File: src/rtl/novo_mips_pkg.sv
// Shared types and encodings for the novo MIPS pipeline.
// The scoreboard slot entry lives here so the top and the lookup agree on its layout.
package novo_mips_pkg;

  // Width of the destination field in a slot entry; widen this if REG_ADDR_W grows.
  localparam int SB_RD_W = 5;

  typedef struct packed {
    logic               valid;
    logic [SB_RD_W-1:0] rd;
    logic               is_load;
  } sb_entry_t;

  localparam logic [5:0] OP_RTYPE   = 6'b000000;
  localparam logic [5:0] FUNCT_ADD  = 6'b100000;
  localparam logic [5:0] FUNCT_SUB  = 6'b100010;
  localparam logic [5:0] OP_ADDI    = 6'b001000;
  localparam logic [5:0] OP_LW      = 6'b100011;
  localparam logic [5:0] OP_SW      = 6'b101011;
  localparam logic [5:0] OP_BEQ     = 6'b000100;
  localparam logic [5:0] OP_J       = 6'b000010;

endpackage

File: src/rtl/sb_operand_lookup.sv
// Resolves one decode operand against the in-flight slots: the youngest matching
// writer decides between a hazard, a forwarded result, or register-file data.
module sb_operand_lookup
  import novo_mips_pkg::*;
#(
  parameter int DATA_W     = 32,
  parameter int REG_ADDR_W = 5,
  parameter int DEPTH      = 3,
  parameter int LOAD_RDY   = 2
) (
  input  sb_entry_t [DEPTH-1:0]       slots,
  input  logic [REG_ADDR_W-1:0]       src,
  input  logic                        src_used,
  input  logic [DATA_W-1:0]           rf_data,
  input  logic [DEPTH*DATA_W-1:0]     res_data,
  output logic                        hazard,
  output logic [DATA_W-1:0]           data
);

  localparam int IDX_W = (DEPTH > 1) ? $clog2(DEPTH) : 1;

  logic             found;
  logic [IDX_W-1:0] sel;

  // Slot 0 is the youngest, so the first hit in ascending order wins.
  always_comb begin
    found  = 1'b0;
    sel    = '0;
    hazard = 1'b0;
    for (int k = 0; k < DEPTH; k++) begin
      if (!found && src_used && (src != '0) && slots[k].valid &&
          (slots[k].rd == SB_RD_W'(src))) begin
        found  = 1'b1;
        sel    = IDX_W'(k);
        hazard = (k < 1) || (slots[k].is_load && (k < LOAD_RDY));
      end
    end
    data = (found && !hazard) ? res_data[sel*DATA_W +: DATA_W] : rf_data;
  end

endmodule

File: src/rtl/mips_scoreboard_fwd.sv
// Decode-stage scoreboard: shifts in-flight register writes from EX to WB,
// raises stall on unresolved dependences and forwards ready results.
module mips_scoreboard_fwd
  import novo_mips_pkg::*;
#(
  parameter int DATA_W     = 32,
  parameter int REG_ADDR_W = 5,
  parameter int DEPTH      = 3,
  parameter int LOAD_RDY   = 2,
  parameter int CNT_W      = 16
) (
  input  logic                        clk,
  input  logic                        rst,
  input  logic                        id_valid,
  input  logic [REG_ADDR_W-1:0]       id_rs,
  input  logic [REG_ADDR_W-1:0]       id_rt,
  input  logic                        id_rs_used,
  input  logic                        id_rt_used,
  input  logic                        id_wr_en,
  input  logic [REG_ADDR_W-1:0]       id_rd,
  input  logic                        id_is_load,
  input  logic                        flush,
  input  logic [DATA_W-1:0]           rf_rs_data,
  input  logic [DATA_W-1:0]           rf_rt_data,
  input  logic [DEPTH*DATA_W-1:0]     res_data,
  output logic                        stall,
  output logic [DATA_W-1:0]           id_rs_data,
  output logic [DATA_W-1:0]           id_rt_data,
  output logic [2**REG_ADDR_W-1:0]    pending_mask,
  output logic [CNT_W-1:0]            stall_cnt
);

  sb_entry_t [DEPTH-1:0] slots;
  sb_entry_t             new_entry;
  logic                  hazard_rs;
  logic                  hazard_rt;
  logic                  issue;

  sb_operand_lookup #(
    .DATA_W(DATA_W), .REG_ADDR_W(REG_ADDR_W), .DEPTH(DEPTH), .LOAD_RDY(LOAD_RDY)
  ) u_lookup_rs (
    .slots(slots), .src(id_rs), .src_used(id_rs_used), .rf_data(rf_rs_data),
    .res_data(res_data), .hazard(hazard_rs), .data(id_rs_data)
  );

  sb_operand_lookup #(
    .DATA_W(DATA_W), .REG_ADDR_W(REG_ADDR_W), .DEPTH(DEPTH), .LOAD_RDY(LOAD_RDY)
  ) u_lookup_rt (
    .slots(slots), .src(id_rt), .src_used(id_rt_used), .rf_data(rf_rt_data),
    .res_data(res_data), .hazard(hazard_rt), .data(id_rt_data)
  );

  // A flushed instruction never stalls and never enters EX.
  assign stall = id_valid & ~flush & (hazard_rs | hazard_rt);
  assign issue = id_valid & id_wr_en & (id_rd != '0) & ~stall & ~flush;

  assign new_entry = '{valid: 1'b1, rd: SB_RD_W'(id_rd), is_load: id_is_load};

  always_ff @(posedge clk or posedge rst) begin
    if (rst) begin
      slots <= '0;
    end else begin
      slots[0] <= issue ? new_entry : '0;
      for (int k = 1; k < DEPTH; k++) begin
        slots[k] <= slots[k-1];
      end
    end
  end

  always_comb begin
    pending_mask = '0;
    for (int k = 0; k < DEPTH; k++) begin
      if (slots[k].valid) begin
        pending_mask[REG_ADDR_W'(slots[k].rd)] = 1'b1;
      end
    end
  end

  always_ff @(posedge clk or posedge rst) begin
    if (rst) begin
      stall_cnt <= '0;
    end else if (stall && (stall_cnt != '1)) begin
      stall_cnt <= stall_cnt + 1'b1;
    end
  end

endmodule

File: config.mk
export PLATFORM = sky130hd
export DESIGN_NAME = mips_scoreboard_fwd
export DESIGN_NICKNAME = d
export VERILOG_FILES = /design/src/rtl/novo_mips_pkg.sv /design/src/rtl/sb_operand_lookup.sv /design/src/rtl/mips_scoreboard_fwd.sv
export SDC_FILE = /design/constraint.sdc
export NUM_CORES = 1
export LEC_CHECK = 0
export BUFFER_PORTS_ARGS = -buffer_cell sky130_fd_sc_hd__clkbuf_2
export CORE_AREA = 2 2 116 118
export CTS_CLUSTER_DIAMETER = 120
export DETAILED_ROUTE_END_ITERATION = 10
export DIE_AREA = 0 0 118 120
export MAX_ROUTING_LAYER = met4
export PLACE_DENSITY = 0.7
export SYNTH_ARGS = -nofsm -noshare
export SYNTH_HDL_FRONTEND = slang
export SYNTH_HIERARCHICAL = 1
export SYNTH_SLANG_ARGS = --single-unit
File: constraint.sdc
create_clock -name clk -period 7 [get_ports clk]
set_clock_uncertainty 0.05 [all_clocks]
set_input_delay 1.4 -clock clk [delete_from_list [all_inputs] [get_ports clk]]
set_output_delay 1.4 -clock clk [all_outputs]
set_load 0.005 [all_outputs]
[Word-level counts from Yosys, hierarchy flattened]
Index checks and enable logic that the tools add are counted.
Cells by class
  shifts and indexed selects: 2
  bitwise logic cells: 11
  $lt $le $gt $ge: 6
  add/sub/neg operators: 1
  multiplexer cells: 26
  reduce and logical (&&, ||, !) cells: 37
  eq/ne operators: 7
Operators by type and width (count)
  variable part select 96 x 8 -> 32 bit: 2
  2-to-1 mux 32 bit: 5
  OR 32 bit: 2
  equality test 5 bit: 6
  logical AND 1 bit: 28
  less-than comparator 5 x 6 -> 1 bit, second input constant: 3
  adder 16 x 1 -> 16 bit, second input constant: 1
  inequality test 16 bit, second input constant: 1
  demux 1 bit (select 5 bit): 3
  >= comparator 5 x 1 -> 1 bit, second input constant: 3
  2-to-1 mux 1 bit: 15
  nonzero test 5 bit: 3
  2-to-1 mux 7 bit: 1
  bitwise AND 1 bit: 6
  zero test 1 bit: 6
  2-to-1 mux 2 bit: 2
  inverter 1 bit: 2
  OR 1 bit: 1
Storage, ports and cells
  input bits: 183
  output and inout bits: 113
  logic and storage cells: 99
  register bits: 36

[Longest topological paths before layout]
  depth after elaboration: 23
  mapped depth: 9

[Cells and area by module]
Netlist, hierarchy kept.
By module, submodules not included
  mips_scoreboard_fwd: area each 2213.4 um2, seq. area each 925.9 um2, times used 1, cells each 245
  sb_operand_lookup: area each 883.3 um2, seq. area each 0.0 um2, times used 2, cells each 109

[Worst setup path before layout]
No wires, ideal clock.
  kind: in2out
  start point: in id_rs[2]
  end point: out id_rs_data[10]
  setup slack: 2791 ps
  data arrival time: 2759 ps
  buffers on the path: 2
  stages: 7
  path through: or4_1 -> o21ai_1 -> o21ba_1 -> buf_6 -> a21boi_4 -> buf_6 -> a2bb2oi_2
Between the ends
  longest elaborated chain between the ends: 20
  elaborated cells between the ends (all ways): 28
  those cells by class: 3 x eq/ne; 1 x shift; 8 x mux; 16 x reduce/logical
Ends and longest elaborated chain
  from (decl): line mips_scoreboard_fwd.sv:15  | input logic [REG_ADDR_W-1:0] id_rs,
  parallel branches: the longest is 19 deep, another holds nonzero test 5 bit
  2-to-1 mux 32 bit (*): line sb_operand_lookup.sv:38  | data = (found && !hazard) ? res_data[sel*DATA_W +: DATA_W] : rf_data;
  to (decl): line mips_scoreboard_fwd.sv:27  | output logic [DATA_W-1:0] id_rs_data,
Every way passes the cells marked *.

[Final worst setup path]
  start point: in id_rt[4]
  end point: out id_rt_data[31]
Between the ends
  longest elaborated chain between the ends: 20
  elaborated cells between the ends (all ways): 28
  those cells by class: 3 x eq/ne; 1 x shift; 8 x mux; 16 x reduce/logical
Ends and longest elaborated chain
  from (decl): line mips_scoreboard_fwd.sv:16  | input logic [REG_ADDR_W-1:0] id_rt,
  parallel branches: the longest is 19 deep, another holds nonzero test 5 bit
  2-to-1 mux 32 bit (*): line sb_operand_lookup.sv:38
  to (decl): line mips_scoreboard_fwd.sv:28  | output logic [DATA_W-1:0] id_rt_data,
Marked as above.

==> qor.csv <==
metric,value,unit
outcome,completed,
DIE HEIGHT,120,um
initial antenna violation count,3,
Initial DRC Count,478,
drt pass-1 iters,7,
GRT busiest layer,met2,
Worst R2R End,stall_cnt[13],
hold path depth,0,
Finished Cell Area,0.00552,mm2
via/cell ratio,5.51,
clock buffer depth,2,
CTS tree,built,
post-CTS setup buffers,0,
ANT nets after route,0,
largest net degree at the start of global routing,37,
Post-CTS Hold Fix Bufs,0,
Tot Pwr,0.000592,W
drt drc,0,
Leak Pwr,2.77,nW
Post-Syn Instances,462,
Worst Hold End,slots[7],
Max-Cap Viols,0,
Layout area overhead,39.5,%
"Slew Viols, Final",0,
final hold slack,0.310,ns
Final setup viols,0,
first-pass GRT wire length,24200,um
pre-CTS setup slack,1.60,ns
cts bufs inserted,5,
critical path arrival,3.93,ns
share of layout cells above drive strength 1,45.4,%
hold_sp,slots[0],
detailed placement HPWL,12100,um
critical path class,in -> out,
Fin. Hold Viols,0,
critical path peak fanout,33,
power density over cell area,107,mW/mm2
Min-Delay Path Class,reg -> reg,
Tot GR Track Use,21.7,%
Initial Util,30.5,%
vias in the first global route,4406,
Reg-to-Reg Start,slots[12],
FF-to-FF path depth,9,
Max Freq,186,MHz
VDD IR max,0.140,mV
GR Util met1,28.2,%
Ports,296,
Mapped Nets,646,
Vias,4884,
Post-CTS Resized,0,
CP Data Required Time,5.55,ns
synthesized area,0.00396,mm2
Worst-Margin Slew,1.12,ns
clock slew at reported path FFs,0.05,ns
drt wl/cell,17.9,um
Mean Syn Cell Area,8.56,um2
Nets,890,
clk root buf,clkbuf_16,
total gr overflow,0,
Crit. End Element,output port,
Worst-Skew Late Latency,0.27,ns
Slew headroom,25.4,%
Routability Congestion,0.899,
Syn. warnings,6,
htree depth,2,
CTS Sinks,36,
die area,0.0142,mm2
met3 GRT Util,3.28,%
# rows,42,
worst setup margin,1.62,ns
I/O Buffers,263,
met2 usage,34.3,%
FF-to-FF setup slack,4.53,ns
unrepaired setup endpoints after global routing,false,
Core Area,0.0130,mm2
final WL,15900,um
Tcrit/Tclk final,76.9,%
final worst path period need,5.38,ns
Die Wd,118,um
crit start category,primary input,
TNS Setup,0,ns
placed cell areas,0.00536,mm2
## worst max-delay path, stage by stage
cell and delay [ns]:
clkbuf_2 0.13, xnor2_1 0.19, nand4_1 0.18, or3_1 0.38
buf_4 0.27, a21boi_4 0.92, a2bb2oi_1 0.27, clkbuf_2 0.16
## where the power goes
part	leakage, nW	switching (W)	total (W)	internal (W)
combinational	2.20	0.0000716	0.000152	0.0000801
sequential	0.497	0.00000944	0.000221	0.000212
clock	0.0702	0.0000774	0.000219	0.000141
## worst max-delay path by stage
stage,from,endpoint,slack [ns],cells past startpoint
2_1_floorplan,id_rs[2],id_rs_data[10],2.79,7
3_3_place_gp,id_rt[0],id_rt_data[31],1.66,8
3_5_place_dp,id_rt[4],id_rt_data[31],1.60,8
4_1_cts,id_rt[3],id_rt_data[31],1.60,8
5_1_grt,id_rt[3],id_rt_data[31],1.51,8
6_report,id_rt[4],id_rt_data[31],1.62,8
## registers in the layout, summed over array words and instances (netlist names)
name	flops
slots	20
stall_cnt	16
## per-stage QoR
step | instances | utilization [%]
after floorplan | 462 | -
after global placement | 875 | 41.3
after detailed placement | 875 | 41.3
after CTS | 883 | 42.4
after global routing | 886 | 42.5
final | 886 | 42.5
## placed cells by master (no fill, tap or decap), drive strengths merged, types with 5 or more instances in the layout
cell type and count:
a22oi 30, a2bb2oi 64, and2 6, and3 11
and3b 7, buf 8, clkbuf 270, dfrtp 36
nand2 76, nand4 11, nor2 18, nor3 5
nor3b 13, o211ai 5, o21ai 5, o22ai 62
xnor2 37, xor2 8
## layer usage
layer  vias to the layer above  share of wire (%)  routed length [um]
met5                         -                  0                   0
li1                       2295                  -                   -
met1                      2285                 42                6680
met2                       270                 48                7560
met3                        34                7.2                1140
met4                         0                3.0                 481
## layout make-up
class / count / area [um2]
clock inverter: 1 / 7.51
antenna: 3 / 7.51
tap: 176 / 220
clock buffer: 7 / 143
timing repair buffer: 271 / 1380
inverter: 4 / 15.0
multi-input combinational: 388 / 2850
fill: 1331 / 7460
sequential: 36 / 901
Note: power is estimated with default switching activity, not from simulation.
